**src/rtl/alu_sequencer.sv**
```systemverilog
// Execute-stage sequencer for the shared 8-bit ALU.
// Wide requests run as two passes, carry chained through status.
module alu_sequencer #(
  parameter int ALU_LAT = 1,
  parameter int N_OPS   = 12
) (
  input  logic        clk,
  input  logic        rst,
  input  logic        req_valid,
  output logic        req_ready,
  input  logic [3:0]  req_op,
  input  logic        req_wide,
  input  logic [15:0] req_a,
  input  logic [15:0] req_b,
  input  logic [7:0]  req_status,
  output logic        rsp_valid,
  input  logic        rsp_ready,
  output logic [15:0] rsp_result,
  output logic [7:0]  rsp_status,
  output logic        rsp_err,
  output logic [7:0]  op_count,
  output logic [3:0]  alu_op,
  output logic [7:0]  alu_acc,
  output logic [7:0]  alu_opnd,
  output logic [7:0]  alu_status,
  input  logic [7:0]  alu_result,
  input  logic [7:0]  alu_status_in
);

  typedef enum logic [1:0] {
    IDLE, EXEC_LO, EXEC_HI, RESP
  } state_t;

  localparam logic [1:0] LAT_M = 2'(ALU_LAT);
  localparam logic [4:0] NOPS = 5'(N_OPS);

  state_t     state;
  logic       wide_q;
  logic [7:0] a_hi;
  logic [7:0] b_hi;
  logic [7:0] lo_res;
  logic [7:0] lo_st;
  logic [1:0] cnt;
  logic       last;
  logic       legal;

  assign req_ready = (state == IDLE);
  assign last      = (cnt == LAT_M);
  assign legal     = ({1'b0, req_op} < NOPS);

  always_ff @(posedge clk) begin
    if (rst) begin
      state      <= IDLE;
      wide_q     <= 1'b0;
      a_hi       <= '0;
      b_hi       <= '0;
      lo_res     <= '0;
      lo_st      <= '0;
      cnt        <= '0;
      rsp_valid  <= 1'b0;
      rsp_result <= '0;
      rsp_status <= '0;
      rsp_err    <= 1'b0;
      op_count   <= '0;
      alu_op     <= '0;
      alu_acc    <= '0;
      alu_opnd   <= '0;
      alu_status <= '0;
    end else begin
      unique case (state)
        IDLE: begin
          if (req_valid) begin
            wide_q <= req_wide;
            a_hi   <= req_a[15:8];
            b_hi   <= req_b[15:8];
            cnt    <= '0;
            if (legal) begin
              state      <= EXEC_LO;
              alu_op     <= req_op;
              alu_acc    <= req_a[7:0];
              alu_opnd   <= req_b[7:0];
              alu_status <= req_status;
            end else begin
              state      <= RESP;
              rsp_valid  <= 1'b1;
              rsp_err    <= 1'b1;
              rsp_result <= '0;
              rsp_status <= req_status;
            end
          end
        end
        EXEC_LO: begin
          if (last) begin
            cnt    <= '0;
            lo_res <= alu_result;
            lo_st  <= alu_status_in;
            if (wide_q) begin
              state      <= EXEC_HI;
              alu_acc    <= a_hi;
              alu_opnd   <= b_hi;
              alu_status <= alu_status_in;
            end else begin
              state      <= RESP;
              rsp_valid  <= 1'b1;
              rsp_err    <= 1'b0;
              rsp_result <= {8'h00, alu_result};
              rsp_status <= alu_status_in;
            end
          end else begin
            cnt <= cnt + 2'd1;
          end
        end
        EXEC_HI: begin
          if (last) begin
            cnt        <= '0;
            state      <= RESP;
            rsp_valid  <= 1'b1;
            rsp_err    <= 1'b0;
            rsp_result <= {alu_result, lo_res};
            // Z must reflect the full 16-bit result
            rsp_status <= {alu_status_in[7:2],
                           alu_status_in[1] & lo_st[1],
                           alu_status_in[0]};
          end else begin
            cnt <= cnt + 2'd1;
          end
        end
        RESP: begin
          if (rsp_ready) begin
            state     <= IDLE;
            rsp_valid <= 1'b0;
            if (!rsp_err) op_count <= op_count + 8'd1;
          end
        end
        default: state <= IDLE;
      endcase
    end
  end

endmodule

```
**config.mk**
```make
export PLATFORM = sky130hd
export DESIGN_NAME = alu_sequencer
export DESIGN_NICKNAME = d
export VERILOG_FILES = /design/src/rtl/alu_sequencer.sv
export SDC_FILE = /design/constraint.sdc
export NUM_CORES = 1
export LEC_CHECK = 0
export ABC_AREA = 1
export ABC_CLOCK_PERIOD_IN_PS = 1900
export CELL_PAD_IN_SITES_DETAIL_PLACEMENT = 0
export CELL_PAD_IN_SITES_GLOBAL_PLACEMENT = 2
export CORE_MARGIN = 1.5
export CORE_UTILIZATION = 25
export CTS_CLUSTER_SIZE = 25
export DETAILED_ROUTE_END_ITERATION = 8
export GPL_ROUTABILITY_DRIVEN = 1
export PLACE_DENSITY_LB_ADDON = 0.1
export SLEW_MARGIN = 25
export SYNTH_ARGS = -nofsm -noshare
export SYNTH_HDL_FRONTEND = slang
export SYNTH_SLANG_ARGS = --single-unit
```
**constraint.sdc**
```tcl
create_clock -name clk -period 1.9 [get_ports clk]
set_input_delay 0.57 -clock clk [delete_from_list [all_inputs] [get_ports clk]]
set_output_delay 0.57 -clock clk [all_outputs]
set_load 0.03 [all_outputs]
```
Yosys cells after proc, flatten, opt, wreduce, memory -nomap -nowiden
Cells that the tools add are included.
{"block": "totals", "regBits": 93, "input_bits": 65, "output_inout_bits": 63, "elab_cells": 95}
{"block": "classes", "n_eq_ne": 12, "bitwise_logic": 2, "add_sub_neg": 2, "n_mux": 48, "reduce_logical": 14, "n_lt_le_gt_ge": 1}
{"operator": "$mux W8", "n": 17}
{"operator": "$mux W16", "n": 5}
{"operator": "$pmux W16 S3", "n": 1}
{"operator": "$pmux W8 S2", "n": 3}
{"operator": "$pmux W8 S3", "n": 1}
{"operator": "$mux W2", "n": 7}
{"operator": "$ne A2 B2 Y1 const B", "n": 7}
{"operator": "$reduce_and A6 Y1", "n": 2}
{"operator": "$mux W1", "n": 10}
{"operator": "$add A8 B1 Y8 const B", "n": 1}
{"operator": "$pmux W2 S4", "n": 1}
{"operator": "$reduce_and A2 Y1", "n": 3}
{"operator": "$reduce_and A3 Y1", "n": 2}
{"operator": "$reduce_and A5 Y1", "n": 1}
{"operator": "$eq A2 B1 Y1 const B", "n": 2}
{"operator": "$eq A2 B2 Y1 const B", "n": 2}
{"operator": "$lt A4 B4 Y1 const B", "n": 1}
{"operator": "$pmux W1 S4", "n": 1}
{"operator": "$pmux W2 S2", "n": 1}
{"operator": "$reduce_and A4 Y1", "n": 1}
{"operator": "$reduce_bool A2 Y1", "n": 2}
{"operator": "$pmux W1 S3", "n": 1}
{"operator": "$reduce_bool A3 Y1", "n": 1}
{"operator": "$add A2 B1 Y2 const B", "n": 1}
{"operator": "5 further kinds", "n": 5}

Logic depth before layout (Yosys ltp)
Gate-level depths: netlist of the first run.
{"block": "logic_depth", "depth_word": 4, "depth_mapped": 11, "ltp_nobuf": 9}

Worst setup path before layout of the first run
OpenSTA, ideal clock, no wires.
{"block": "synth_timing", "path_kind": "register to register", "start": "reg state[0]", "end": "reg alu_acc[0]", "setup_ns": 0.113, "path_buffers": 2, "required_ns": 1.787, "synth_period_minus_slack_ns": 1.818, "setup_slack_ns": 0.082, "arrival_ns": 1.704, "path_stages_with_launch": 11, "path_cell_list": "dfxtp_1 -> inv_1 -> ha_1 -> clkbuf_2 -> nand2_1 -> nand2_1 -> nor2_2 -> buf_4 -> nand3_1 -> nand2_1 -> nor2_1"}
{"block": "synth_via", "elab_chain_cells": 3, "word_cells_on_any_way": 9, "classes_between": "eq/ne (5); mux (1); reduce/logical (3)"}
{"item": "start: declaration", "line_no": "37", "source": "state_t state;"}
{"item": "start signal: assignment", "line_no": "53", "source": "state <= IDLE;"}
{"item": "start signal: assignment", "line_no": "78", "source": "state <= EXEC_LO;"}
{"item": "start signal: assignment", "line_no": "84", "source": "state <= RESP;"}
{"item": "$logic_not A2 Y1 *"}
{"item": "via req_ready", "line_no": "10", "source": "output logic req_ready,"}
{"item": "$ne A2 B1 Y1 (no source line) (tied with other cells)"}
{"item": "$reduce_and A5 Y1 (no source line)"}
{"item": "end signal: assignment", "line_no": "80", "source": "alu_acc <= req_a[7:0];"}
{"item": "end signal: assignment", "line_no": "99", "source": "alu_acc <= a_hi;"}
{"item": "end: declaration", "line_no": "23", "source": "output logic [7:0] alu_acc,"}
Mark *: on every way through the listed nets, which the timed path passes. The rest lies on a longest branch.
A chain may end at the register's enable or synchronous reset.

Worst setup path in the final report of the first run
{"block": "layout_timing", "start": "reg state[1]", "end": "out req_ready"}
{"block": "layout_via", "elab_chain_cells": 1}
{"item": "$logic_not A2 Y1", "line_no": "47", "source": "assign req_ready = (state == IDLE);"}
{"item": "end: declaration", "line_no": "10"}
Every way passes these cells.

==> results of run 1 <==
## cells in the final DEF, fill, tap and decap left out, drive strengths merged
| master | netlist | layout |
|---|---|---|
| inv | 57 | 58 |
| nand4 | 18 | 18 |
| clkdlybuf4s50 | 0 | 64 |
| dlygate4sd2 | 0 | 62 |
| ha | 8 | 8 |
| bufinv | 0 | 1 |
| a211oi | 1 | 1 |
| clkinv | 2 | 4 |
| nand3 | 51 | 51 |
| or2 | 2 | 2 |
| clkinvlp | 0 | 1 |
| buf | 22 | 34 |
| o21ai | 27 | 27 |
| o211ai | 1 | 1 |
| a21oi | 19 | 19 |
| nor2 | 137 | 137 |
| dfxtp | 92 | 92 |
| o21a | 1 | 1 |
| o211a | 1 | 1 |
| a21boi | 24 | 24 |
| clkbuf | 17 | 11 |
| nand2 | 201 | 201 |
## area by class of cell
class / instances / share of cell area
Clock buffer: 11 / 0.03887
Clock inverter: 5 / 0.008851
Inverter: 59 / 0.03464
Multi-Input combinational cell: 491 / 0.3512
Sequential cell: 92 / 0.2838
Tap cell: 229 / 0.04406
Timing Repair Buffer: 160 / 0.2386
## power by group
part           internal [uW]  switching (uW)
sequential              2430             258
clock                   1100             803
combinational           1870            3180
total                   5390            4240
## metal layers
metal  routed length [um]  up-vias  track usage
li1                     -     2397            -
met1                 7327     1986       0.2272
met2                 6258       99       0.2347
met3                  796       10      0.03054
met4                  181        0      0.05266
met5                    0        -            0
## worst max path at each step
| stage | end | slack (ps) | depth (start not counted) |
|---|---|---|---|
| floorplan | alu_acc[0] | 80 | 10 |
| global placement | alu_acc[2] | -20 | 9 |
| global route | req_ready | 9 | 3 |
| detailed placement | alu_opnd[3] | -60 | 9 |
| CTS | req_ready | 50 | 3 |
| finish | req_ready | 80 | 3 |
## metrics by stage
stage               TNS [ps]    util
floorplan                  0       -
global placement      -234.0  0.3466
detailed placement     -1418  0.3466
CTS                        0  0.3604
global route               0  0.3632
finish                     0  0.3632
## tightest hold or removal path, cell delays in order (launching register included)
cell and delay (ps):
dfxtp_1 300, inv_1 60, a21oi_1 60
## what timing repair did
item                                    4_1_cts  5_1_grt
pin swaps                                     0        0
endpoints found under the setup margin       63       26
buffers inserted                              0        4
hold buffers                                  0        0
gates resized for setup                      65        5
## logic make-up (layout without fill, tap and decap cells)
| group | count (synthesis) | after routing |
|---|---|---|
| AO/OA/AOI/OAI | 74 | 74 |
| adder cells (fa/ha/maj) | 8 | 8 |
| buffers and inverters | 98 | 235 |
| flip-flops | 92 | 92 |
| AND/OR/NAND/NOR | 409 | 409 |
## state kept, by name (all words and copies together) (netlist names), 2 cells and up
| register | flops |
|---|---|
| b_hi | 8 |
| alu_op | 4 |
| alu_acc | 8 |
| rsp_status | 8 |
| lo_res | 8 |
| alu_status | 8 |
| rsp_result | 16 |
| state | 2 |
| op_count | 8 |
| cnt | 2 |
| a_hi | 8 |
| alu_opnd | 8 |
==> results.py, run 1 <==
metrics = {
    "floorplanning": {
        "initial_utilization": 0.2536,
        "dieArea_mm2": 0.01898,
        "dieWidth_um": 137.8,
        "fp-row-count": 49,
        "die_h_um": 137.8,
        "ios": 128,
        "core_mm2": 0.01790,
    },
    "worst_setup_path": {
        "reg2reg_slack_ps": 180,
        "timing.rr.end": "rsp_result[7]",
        "cpPeakStageDelay_ps": 320,
        "arrival_ps": 1250,
        "required_ps": 1330,
        "endpoint_kind": "output pin",
        "path_cells": "inv_1 -> ha_4 -> buf_12",
        "critPathMaxFanout": 8,
        "cp-startpoint": "state[1]",
        "worstRegToRegCells": 8,
        "critPathSlowestCell": "dfxtp_1",
        "cp_num_buf_inv": 2,
        "worstSetupStartpointType": "flip-flop",
        "cp_top_family": "buffers and inverters",
        "crit_type": "reg2out",
        "reg2reg_from": "state[0]",
    },
    "yosys": {
        "yosysMostFrequentCell": "nand2_1",
        "synth_ff_type": "dfxtp_1",
        "avgSynthCellArea_um2": 6.666,
        "synthAdderAreaFrac": 0.02205,
        "synth_area_leaders": "dfxtp_1, nand2_1, nor2_1",
        "ys_ff_latch": 92,
        "synthTopCellsByCount": "nand2_1, nor2_1, dfxtp_1",
        "synth_xor_area_frac": 0,
        "synth_edf_count": 0,
        "synth_cells": 681,
        "synth_top_family_by_area": "simple AND/OR/NAND/NOR gates",
        "synth-compound-area-share": 0.1001,
        "yosys.area.top_type": "dfxtp_1",
        "yosys_warnings": 0,
        "syn-num-nets": 754,
        "async_flop_share": 0,
        "syn_area_mm2": 0.004539,
        "synth.top_cell.area_share": 0.4057,
        "ys_types": 31,
        "ys_seq_area_frac": 0.4057,
        "synth_simple_gate_area_frac": 0.3749,
        "muxShareOfSynthArea": 0,
    },
    "final_layout": {
        "drive_above_1_share": 0.08680,
        "finish.instance_area_mm2": 0.006502,
        "fin_nets": 886,
        "diodes": 0,
        "stdcell_count": 1047,
        "nFillCells": 1963,
        "register_area_mm2": 0.001846,
        "multi_input_area_mm2": 0.002283,
        "area_growth_pct": 43.25,
    },
    "timing": {
        "timing.hold.ws_ps": 457.0,
        "period_needed_ps": 1819,
        "max_freq_mhz": 549.8,
        "skew_ps": 4.817,
        "hold_viol_final": 0,
        "tightestPinTransition_ps": 455.5,
        "fin_crit_sh": 0.9573,
        "setup_viol": 0,
        "slew-limit-headroom": 0.6960,
        "worst_slack_ps": 81.06,
        "drv_slew": 0,
        "rsz0062_at_grt": "no",
    },
    "place": {
        "place_area_mm2": 0.006205,
        "gp_congestion": 0.8180,
        "dpl.cell_count": 1027,
        "place.port_buffers": 127,
        "dp_hpwl_um": 10800,
        "dpl_worst_slack_ps": -57.56,
    },
    "routing": {
        "drt_iter0_markers": 207,
        "ant_nets": 0,
        "first_pass_iters": 4,
        "via_count": 4492,
        "drcViolationCount": 0,
        "routedWlPerCell_um": 13.91,
        "via_per_inst": 4.290,
        "routed_wirelength_um": 14560,
    },
    "status": {
        "status": "completed",
    },
    "clocking": {
        "clock_latency_ps": 350,
        "cts.clk_slew.worst_paths_ps": 70,
        "root_buffer": "clkbuf_16",
        "cts.sinks": 92,
        "cts_buffer_depth": 2,
        "htree_num_levels": 3,
        "numCtsBuffers": 9,
        "cts_tree": "done",
    },
    "grt": {
        "grtUsageTotal": 0.1579,
        "grt_max_degree": 34,
        "grt_first_pass_wirelength_um": 22600,
        "grt_pass1_vias": 4144,
        "overflow": 0,
        "antenna_found_initial": 0,
    },
    "pwr": {
        "total_power_uw": 9635,
        "power.density_mw_per_mm2": 1482,
        "max-vdd-ir-drop_mv": 0.6038,
        "p_leak_uw": 0.003086,
    },
    "hold_path": {
        "hold_depth": 2,
        "hold_end": "lo_st[1]",
        "hold_path_class": "reg2reg",
        "holdCritStartpoint": "lo_st[1]",
    },
    "run": {
        "max-cap-violations": 0,
    },
}
No activity file was read; power rests on OpenSTA's default activity.
==> run 2: changes to the inputs <==
ABC_CLOCK_PERIOD_IN_PS = 1600   (was 1900)
CORE_UTILIZATION = 23   (was 25)
SKIP_CTS_REPAIR_TIMING = 1   (was unset)
clock period = 1.6 ns   (was 1.9 ns; I/O delays follow)
==> run 2 against run 1 <==
  * The flow now finishes with violations (setup timing)
  * Via count increased by 4.4%
  * Utilization grew 0.73 points
  * Clock power is 7% higher
  * Total power rose by 29%
  * Clock skew is 0.76 ps higher
  * Critical path type unchanged
  * Clock-buffer cell count did not move
  * Die area is 8.5% higher
  * Final area is 11% higher
  * First-iteration DRC count rose by 35%
  * Sequential share of layout area fell by 2.7 points
  * Setup slack got worse by 150 ps
  * Critical endpoint unchanged
  * Sequential cell count unchanged
==> results.py, run 2 (same netlist as run 1, synthesis figures left out) <==
metrics = {
    "pwr": {
        "power.density_mw_per_mm2": 1725,
        "p_leak_uw": 0.003819,
        "max-vdd-ir-drop_mv": 0.6644,
        "total_power_uw": 12400,
    },
    "timing": {
        "setup_viol": 15,
        "worst_slack_ps": -72.35,
        "rsz0062_at_grt": "yes",
        "tightestPinTransition_ps": 356.4,
        "max_freq_mhz": 598.0,
        "timing.hold.ws_ps": 458.0,
        "skew_ps": 5.579,
        "hold_viol_final": 0,
        "drv_slew": 0,
        "slew-limit-headroom": 0.7620,
        "fin_crit_sh": 1.045,
        "period_needed_ps": 1672,
    },
    "place": {
        "dp_hpwl_um": 11220,
        "place.port_buffers": 127,
        "dpl_worst_slack_ps": -262.0,
        "gp_congestion": 0.7310,
        "dpl.cell_count": 1088,
    },
    "final_layout": {
        "diodes": 0,
        "fin_nets": 918,
        "area_growth_pct": 58.35,
        "final_util": 0.3706,
        "nFillCells": 2116,
        "layout_common_cells": "nand2_1, nor2_1, dfxtp_1",
        "final_common_cell": "nand2_1",
        "largest_reg_flops": 16,
        "top_register": "rsp_result",
        "drive_above_1_share": 0.1482,
        "stdcell_count": 1115,
    },
    "grt": {
        "antenna_found_initial": 0,
        "grt_pass1_vias": 4311,
        "grt_max_degree": 28,
        "grt_first_pass_wirelength_um": 22900,
        "grtUsageTotal": 0.1459,
        "overflow": 0,
    },
    "worst_setup_path": {
        "required_ps": 1120,
        "endpoint_kind": "output pin",
        "crit_type": "reg2out",
        "critPathMaxFanout": 7,
        "worstRegToRegCells": 11,
        "reg2reg_slack_ps": -30,
        "reg2reg_from": "state[1]",
        "timing.rr.end": "alu_opnd[2]",
        "worstSetupStartpointType": "flip-flop",
        "arrival_ps": 1190,
    },
    "routing": {
        "routed_wirelength_um": 15130,
        "via_per_inst": 4.205,
        "routedWlPerCell_um": 13.57,
        "ant_nets": 0,
        "drt_iter0_markers": 279,
        "first_pass_iters": 5,
        "drcViolationCount": 0,
        "via_count": 4689,
    },
    "hold_path": {
        "holdCritStartpoint": "lo_st[1]",
        "hold_depth": 2,
        "hold_end": "lo_st[1]",
        "hold_path_class": "reg2reg",
    },
    "floorplanning": {
        "core_mm2": 0.01940,
        "ios": 128,
        "die_h_um": 143.5,
        "dieWidth_um": 143.5,
        "initial_utilization": 0.2340,
        "dieArea_mm2": 0.02059,
        "fp-row-count": 51,
    },
    "clocking": {
        "numCtsBuffers": 9,
        "root_buffer": "clkbuf_16",
        "clock_latency_ps": 350,
        "cts_buffer_depth": 2,
        "cts_tree": "done",
        "cts.clk_slew.worst_paths_ps": 70,
        "htree_num_levels": 3,
        "cts.sinks": 92,
    },
    "status": {
        "violations": "setup timing",
        "status": "finished with violations",
    },
    "run": {
        "max-cap-violations": 0,
    },
}
-- run 2: changes by cell type in the layout (fill, tap and decap cells not counted), moves of 2 or more --
cell,before,now
clkbuf_16,9,11
inv_2,3,5
nor2_1,133,131
dlygate4sd2_1,62,0
dlymetal6s2s_1,0,45
clkinv_2,2,4
buf_4,25,51
ha_2,1,3
buf_6,0,2
buf_12,9,28
-- run 2: area by class of cell --
type	instances	area [um2]	area share
multi-input combinational	491	2298	0.3198
timing repair buffer	192	2220	0.3088
sequential	92	1847	0.2569
tap	265	331.6	0.04613
clock buffer	11	242.7	0.03377
inverter	59	221.5	0.03081
clock inverter	5	27.53	0.003829
-- run 2: layer usage --
layer	share of wire	vias up	global-route usage
met5	0	-	0
met4	0.014	0	0.05156
met3	0.044	13	0.02366
met2	0.43	113	0.2212
met1	0.51	2092	0.2079
li1	-	2471	-
-- run 2: worst max-delay path by stage --
| stage | startpoint | to | slack, ps |
|---|---|---|---|
| after floorplan | state[0] | rsp_status[0] | 5 |
| after global placement | req_valid | rsp_status[2] | -240 |
| after global routing | state[1] | alu_status[7] | -130 |
| after detailed placement | req_valid | rsp_status[2] | -260 |
| after CTS | rsp_status[1] | rsp_status[1] | -320 |
| final | state[1] | req_ready | -70 |
-- run 2: report_power, final --
group / leakage (uW) / switching [uW] / total (uW) / internal [uW]
Combinational: 0.00293 / 3920 / 7110 / 3190
Clock: 0.000135 / 942 / 2030 / 1090
Sequential: 0.000758 / 373 / 3260 / 2890
-- run 2: per-stage QoR --
stage | area, um2 | setup TNS, ps
after floorplan | 4559 | 0
after global placement | 6639 | -12920
after detailed placement | 6639 | -14140
after CTS | 6909 | -12000
after global routing | 7188 | -2618
final | 7188 | -343.2
-- run 2: critical path, stage by stage, from the launching register on --
cell     delay, ps
dfxtp_2        350
inv_2           50
buf_6          120
ha_4           180
buf_12         140
==> patch 1: new RTL, settings of run 2 <==
Re-encode `state_t` (4 states) as one-hot, 4 bits wide.
--- a/src/rtl/alu_sequencer.sv
+++ b/src/rtl/alu_sequencer.sv
@@ -27,8 +27,8 @@
   input  logic [7:0]  alu_status_in
 );
 
-  typedef enum logic [1:0] {
-    IDLE, EXEC_LO, EXEC_HI, RESP
+  typedef enum logic [3:0] {
+    IDLE = 4'b0001, EXEC_LO = 4'b0010, EXEC_HI = 4'b0100, RESP = 4'b1000
   } state_t;
 
   localparam logic [1:0] LAT_M = 2'(ALU_LAT);
Behaviour: no difference found for any inputs over 4 cycles, from zero or initial values and one cycle with rst high; so few cycles prove little.
==> patch 1 against run 2 <==
The flow still finishes with violations (negative setup slack). Design area decreased by 2.2%. Area after synthesis decreased by 2.3%. Synthesized cell count shrank 2.8%. Fmax is 1.7% higher. Core utilization rose by 0.26 points. Setup slack improved by 28 ps. Worst hold slack worse by 12 ps. Clock skew grew 1.5 ps. Sequential share of layout area increased by 1.3 points. Sequential cell count rose by 2. Critical path depth unchanged. Routed wire length down 8.2%.
Power is not compared: it rests on default switching activity, and its combinational part moved more than twofold at a synthesized area within 25%.
==> patch 1: results (changes against run 2) <==
nets: 875 (-4.7%)
number of remaining DRC errors: 0 (unchanged)
initial antenna violation count: 0 (unchanged)
commonest cells in the netlist: nand2_1 (145), nor2_1 (95), dfxtp_1 (94)
Clk Latency, worst-skew pair: 350 ps (about the same)
slowest stage delay, CP: 350 ps (about the same)
TritonCTS Buffers: 9 (unchanged)
Syn. warnings: 0 (unchanged)
met1 Usage GRT: 17.93% (-2.9 points)
GR met2 Demand/Resource: 22.46% (+0.35 points)
dpl cells: 1050 (-3.5%)
Vias/cell: 4.133 (-1.7%)
CP Max Fanout: 6 (-1)
Top reg by flops: rsp_result
share of flip-flops with an asynchronous set or reset: 0% (unchanged)
violated checks: negative setup slack
share of post-route cells with drive strength above 1: 14.50% (-0.33 points)
Top FF cell, synth: dfxtp_1
Leak: 3.892 nW
placer's final routability congestion estimate: 0.7655 (+4.7%)
DP HPWL: 9.693 mm (-14%)
drt first-iter violations: 193 (-31%)
skew final: 7.110 ps (+1.531 ps)
relative slew slack: 75.19% (-1.0 points)
final worst slack: -44.38 ps (+27.97 ps)
syn nets: 728 (-3.4%)
Hold/Removal Path Class: reg -> reg
Total GRT Usage: 13.65% (-0.94 points)
wire length of the first global-routing pass: 21.60 mm (-5.7%)
final setup fails: 1 (-14)
kind of cell adding the most delay to the critical path: flip-flops
pin count of the biggest net entering global routing: 40 (+43%)
CTS root buffer: clkbuf_16
vias: 4439 (-5.3%)
synth top area cells: dfxtp_1 (42%), nand2_1 (12%), nor2_1 (8.0%)
drt pass-1 iters: 4 (-1)
sequential area share after synthesis: 42.41% (+1.8 points)
vias in the first global route: 4158 (-3.5%)
clock tree buffer depth: 2 (unchanged)
Synth cell types: 25 (-19%)
# fillers: 2001 (-5.4%)
antenna cells: 0 (unchanged)
Arrival @ worst endpoint: 1160 ps (-30 ps)
Worst path slowest cell: dfxtp_4
Worst VDD drop: 549.1 uV
H-tree depth: 3 (unchanged)
Clock transition at path regs: 70 ps (about the same)
GR Util met3: 2.396% (+0.030 points)
Mapped Cells: 662 (-2.8%)
Buffers on Ports: 127 (unchanged)
Routed WL: 13.88 mm (-8.2%)
outcome: finished, violations left
max reg flops: 16 (unchanged)
-- patch 1: changes by cell type in the layout (fill, tap and decap cells not counted), moves of 14 or more --
cell,delta
nand3_1,-20
a21boi_0,-24
nand3b_1,+14
o21ai_0,+14
a21oi_1,+30
buf_4,-19
inv_1,+36
nor2_1,-36
nand4_1,-16
o21ai_1,+24
nand2_1,-57
-- patch 1: metal layers --
metal  up-vias  part of all wire [%]
li1       2360                     -
met1      1975                    50
met2        90                    45
met3        14                   3.4
met4         0                   1.7
met5         -                     0
-- patch 1: report_power, final --
group | internal (mW) | switching (mW)
registers | 2.64 | 0.169
logic | 1.14 | 1.43
clock network | 1.62 | 0.982
-- patch 1: worst paths after layout --
check	start	to	slack (ps)	cells past startpoint
worst max register to register	state[3]$_SDFFE_PP0P_	alu_status[1]$_SDFFE_PP0P_	30	10
worst min-delay path	lo_res[7]$_SDFFE_PP0P_	lo_res[7]$_SDFFE_PP0P_	450	2
worst min register to register	lo_res[7]$_SDFFE_PP0P_	lo_res[7]$_SDFFE_PP0P_	450	2
worst max-delay path	state[3]$_SDFFE_PP0P_	req_ready	-40	4
-- patch 1: through the flow --
stage	area, um^2	utilization (%)	TNS, ps	hold WS [ps]	setup WS [ps]
4_1_cts	6671	35.43	-15170	450.8	-325.3
3_5_place_dp	6315	33.53	-20900	439.5	-399.3
6_report	7027	37.32	-44.38	445.7	-44.38
5_1_grt	7027	37.32	-2748	468.4	-103.4
2_1_floorplan	4437	-	0	424.0	109.8
3_3_place_gp	6315	33.53	-19620	432.6	-375.6
-- patch 1: logic make-up (layout without fill, tap and decap cells) --
kind of cell / count (synthesis) / after routing / synth area share, %
simple gates: 308 / 308 / 29.67
buf+inv: 133 / 285 / 13.25
compound gates: 124 / 124 / 13.99
flops: 94 / 94 / 42.41
xor+xnor: 2 / 2 / 0.3949
fa+ha+maj: 1 / 1 / 0.2820
-- patch 1: area by class of cell --
class                   instances  area share (%)
multi-input cells             435           29.22
well taps                     260           4.630
flip-flops and latches         94           26.96
repair buffers                174           29.04
clock buffers                  11           3.597
clock inverters                 5           1.478
inverters                      95           5.075
-- patch 1: tightest hold or removal path: cells and delay by family (launching register included) --
family | cells | cell delay (ps)
AO/OA/AOI/OAI | 1 | 50
buffers and inverters | 1 | 50
flip-flops | 1 | 300
==> patch 2: new RTL, flow settings as in run 2 <==
Made on the original files. The parameter `N_OPS` goes from 12 to 8.
--- a/src/rtl/alu_sequencer.sv
+++ b/src/rtl/alu_sequencer.sv
@@ -2,7 +2,7 @@
 // Wide requests run as two passes, carry chained through status.
 module alu_sequencer #(
   parameter int ALU_LAT = 1,
-  parameter int N_OPS   = 12
+  parameter int N_OPS   = 8
 ) (
   input  logic        clk,
   input  logic        rst,
Check against the original RTL: not equivalent (Yosys sat finds a counterexample within 4 cycles, from zero or initial values and one cycle with rst high).
==> patch 2 against run 2 <==
The flow still finishes with violations (negative setup slack). Power is 8.4% higher. Design area grew 1.3%. Combinational power grew 4.9%. Die area decreased by 0.76%. Core utilization rose by 0.59 points. Sequential power grew 6.4%. Routed wire length grew 1.6%. Via count is 2.8% lower. Sequential cell count is the same. First-iteration DRC count shrank 48%. Setup slack improved by 20 ps. Area after synthesis shrank 0.77%. Count of clock-buffer cells in the layout is 1 lower. Final cell count down 1.4%. Highest routed layer unchanged.
==> patch 2: results (changes against run 2) <==
Synth cell types: 27 (-13%)
Leak: 3.891 nW (+1.9%)
DP HPWL: 10.95 mm (-2.5%)
GR Util met3: 2.783% (+0.42 points)
sequential area share after synthesis: 40.89% (+0.32 points)
compound-gate portion of the synthesized area: 11.00% (+0.99 points)
vias in the first global route: 4356 (+1.0%)
flop2flop setup slack: 10 ps (+40 ps)
violated checks: negative setup slack
pin count of the biggest net entering global routing: 49 (+75%)
skew final: 8.800 ps (+3.221 ps)
final worst slack: -51.87 ps (+20.48 ps)
Routed WL: 15.37 mm (+1.6%)
Min Hold Slack: 453.2 ps (-4.719 ps)
Total GRT Usage: 14.74% (+0.15 points)
Arrival @ worst endpoint: 1170 ps (-20 ps)
Flop pwr share: 25.8% (-0.5 points)
syn nets: 740 (-1.9%)
Worst path slowest cell: dfxtp_4
final setup fails: 1 (-14)
DP Area: 6446 um^2 (-2.9%)
metal2 WL: 7.088 mm (+8.0%)
M1 WL: 7.509 mm (-2.4%)
Adder-Cell Fraction of Synth Area: 2.500% (+0.29 points)
outcome: finished, violations left
worst slew pin tran: 357.6 ps (+1.251 ps)
GR met2 Demand/Resource: 23.75% (+1.6 points)
RR Startpoint: state[0]$_SDFFE_PP0P_
drt pass-1 iters: 6 (+1)
Hold Path End: alu_op[3]$_SDFFE_PP0P_
placer's final routability congestion estimate: 0.7506 (+2.7%)
Met3 Routed Length: 521 um (-22%)
synth top area cells: dfxtp_1 (41%), nand2_1 (16%), nor2_1 (11%)
patch 2: metrics by stage:
| step | power (mW) | utilization, % | worst slack, ps | instances | setup TNS (ps) |
|---|---|---|---|---|---|
| after floorplan | 7.407 | - | 6.041 | 666 | 0 |
| after global placement | 10.19 | 33.34 | -321.2 | 1069 | -14630 |
| after detailed placement | 10.21 | 33.34 | -320.4 | 1069 | -16720 |
| after CTS | 12.77 | 35.10 | -323.8 | 1085 | -18170 |
| after global routing | 14.43 | 37.64 | -96.87 | 1099 | -1261 |
| final | 13.44 | 37.64 | -51.87 | 1099 | -51.87 |
patch 2: area by class of cell:
cell class | count | area, um^2
clock buffers | 10 | 229.0
multi-input cells | 481 | 2407
clock inverters | 6 | 111.4
repair buffers | 190 | 2125
inverters | 55 | 225.2
fillers | 2084 | 12060
well taps | 265 | 331.6
flip-flops and latches | 92 | 1849
patch 2: worst min-delay path, stage by stage, from the launching register on:
cell     delay, ps
dfxtp_1        310
nand2_1         60
nor2_1          40
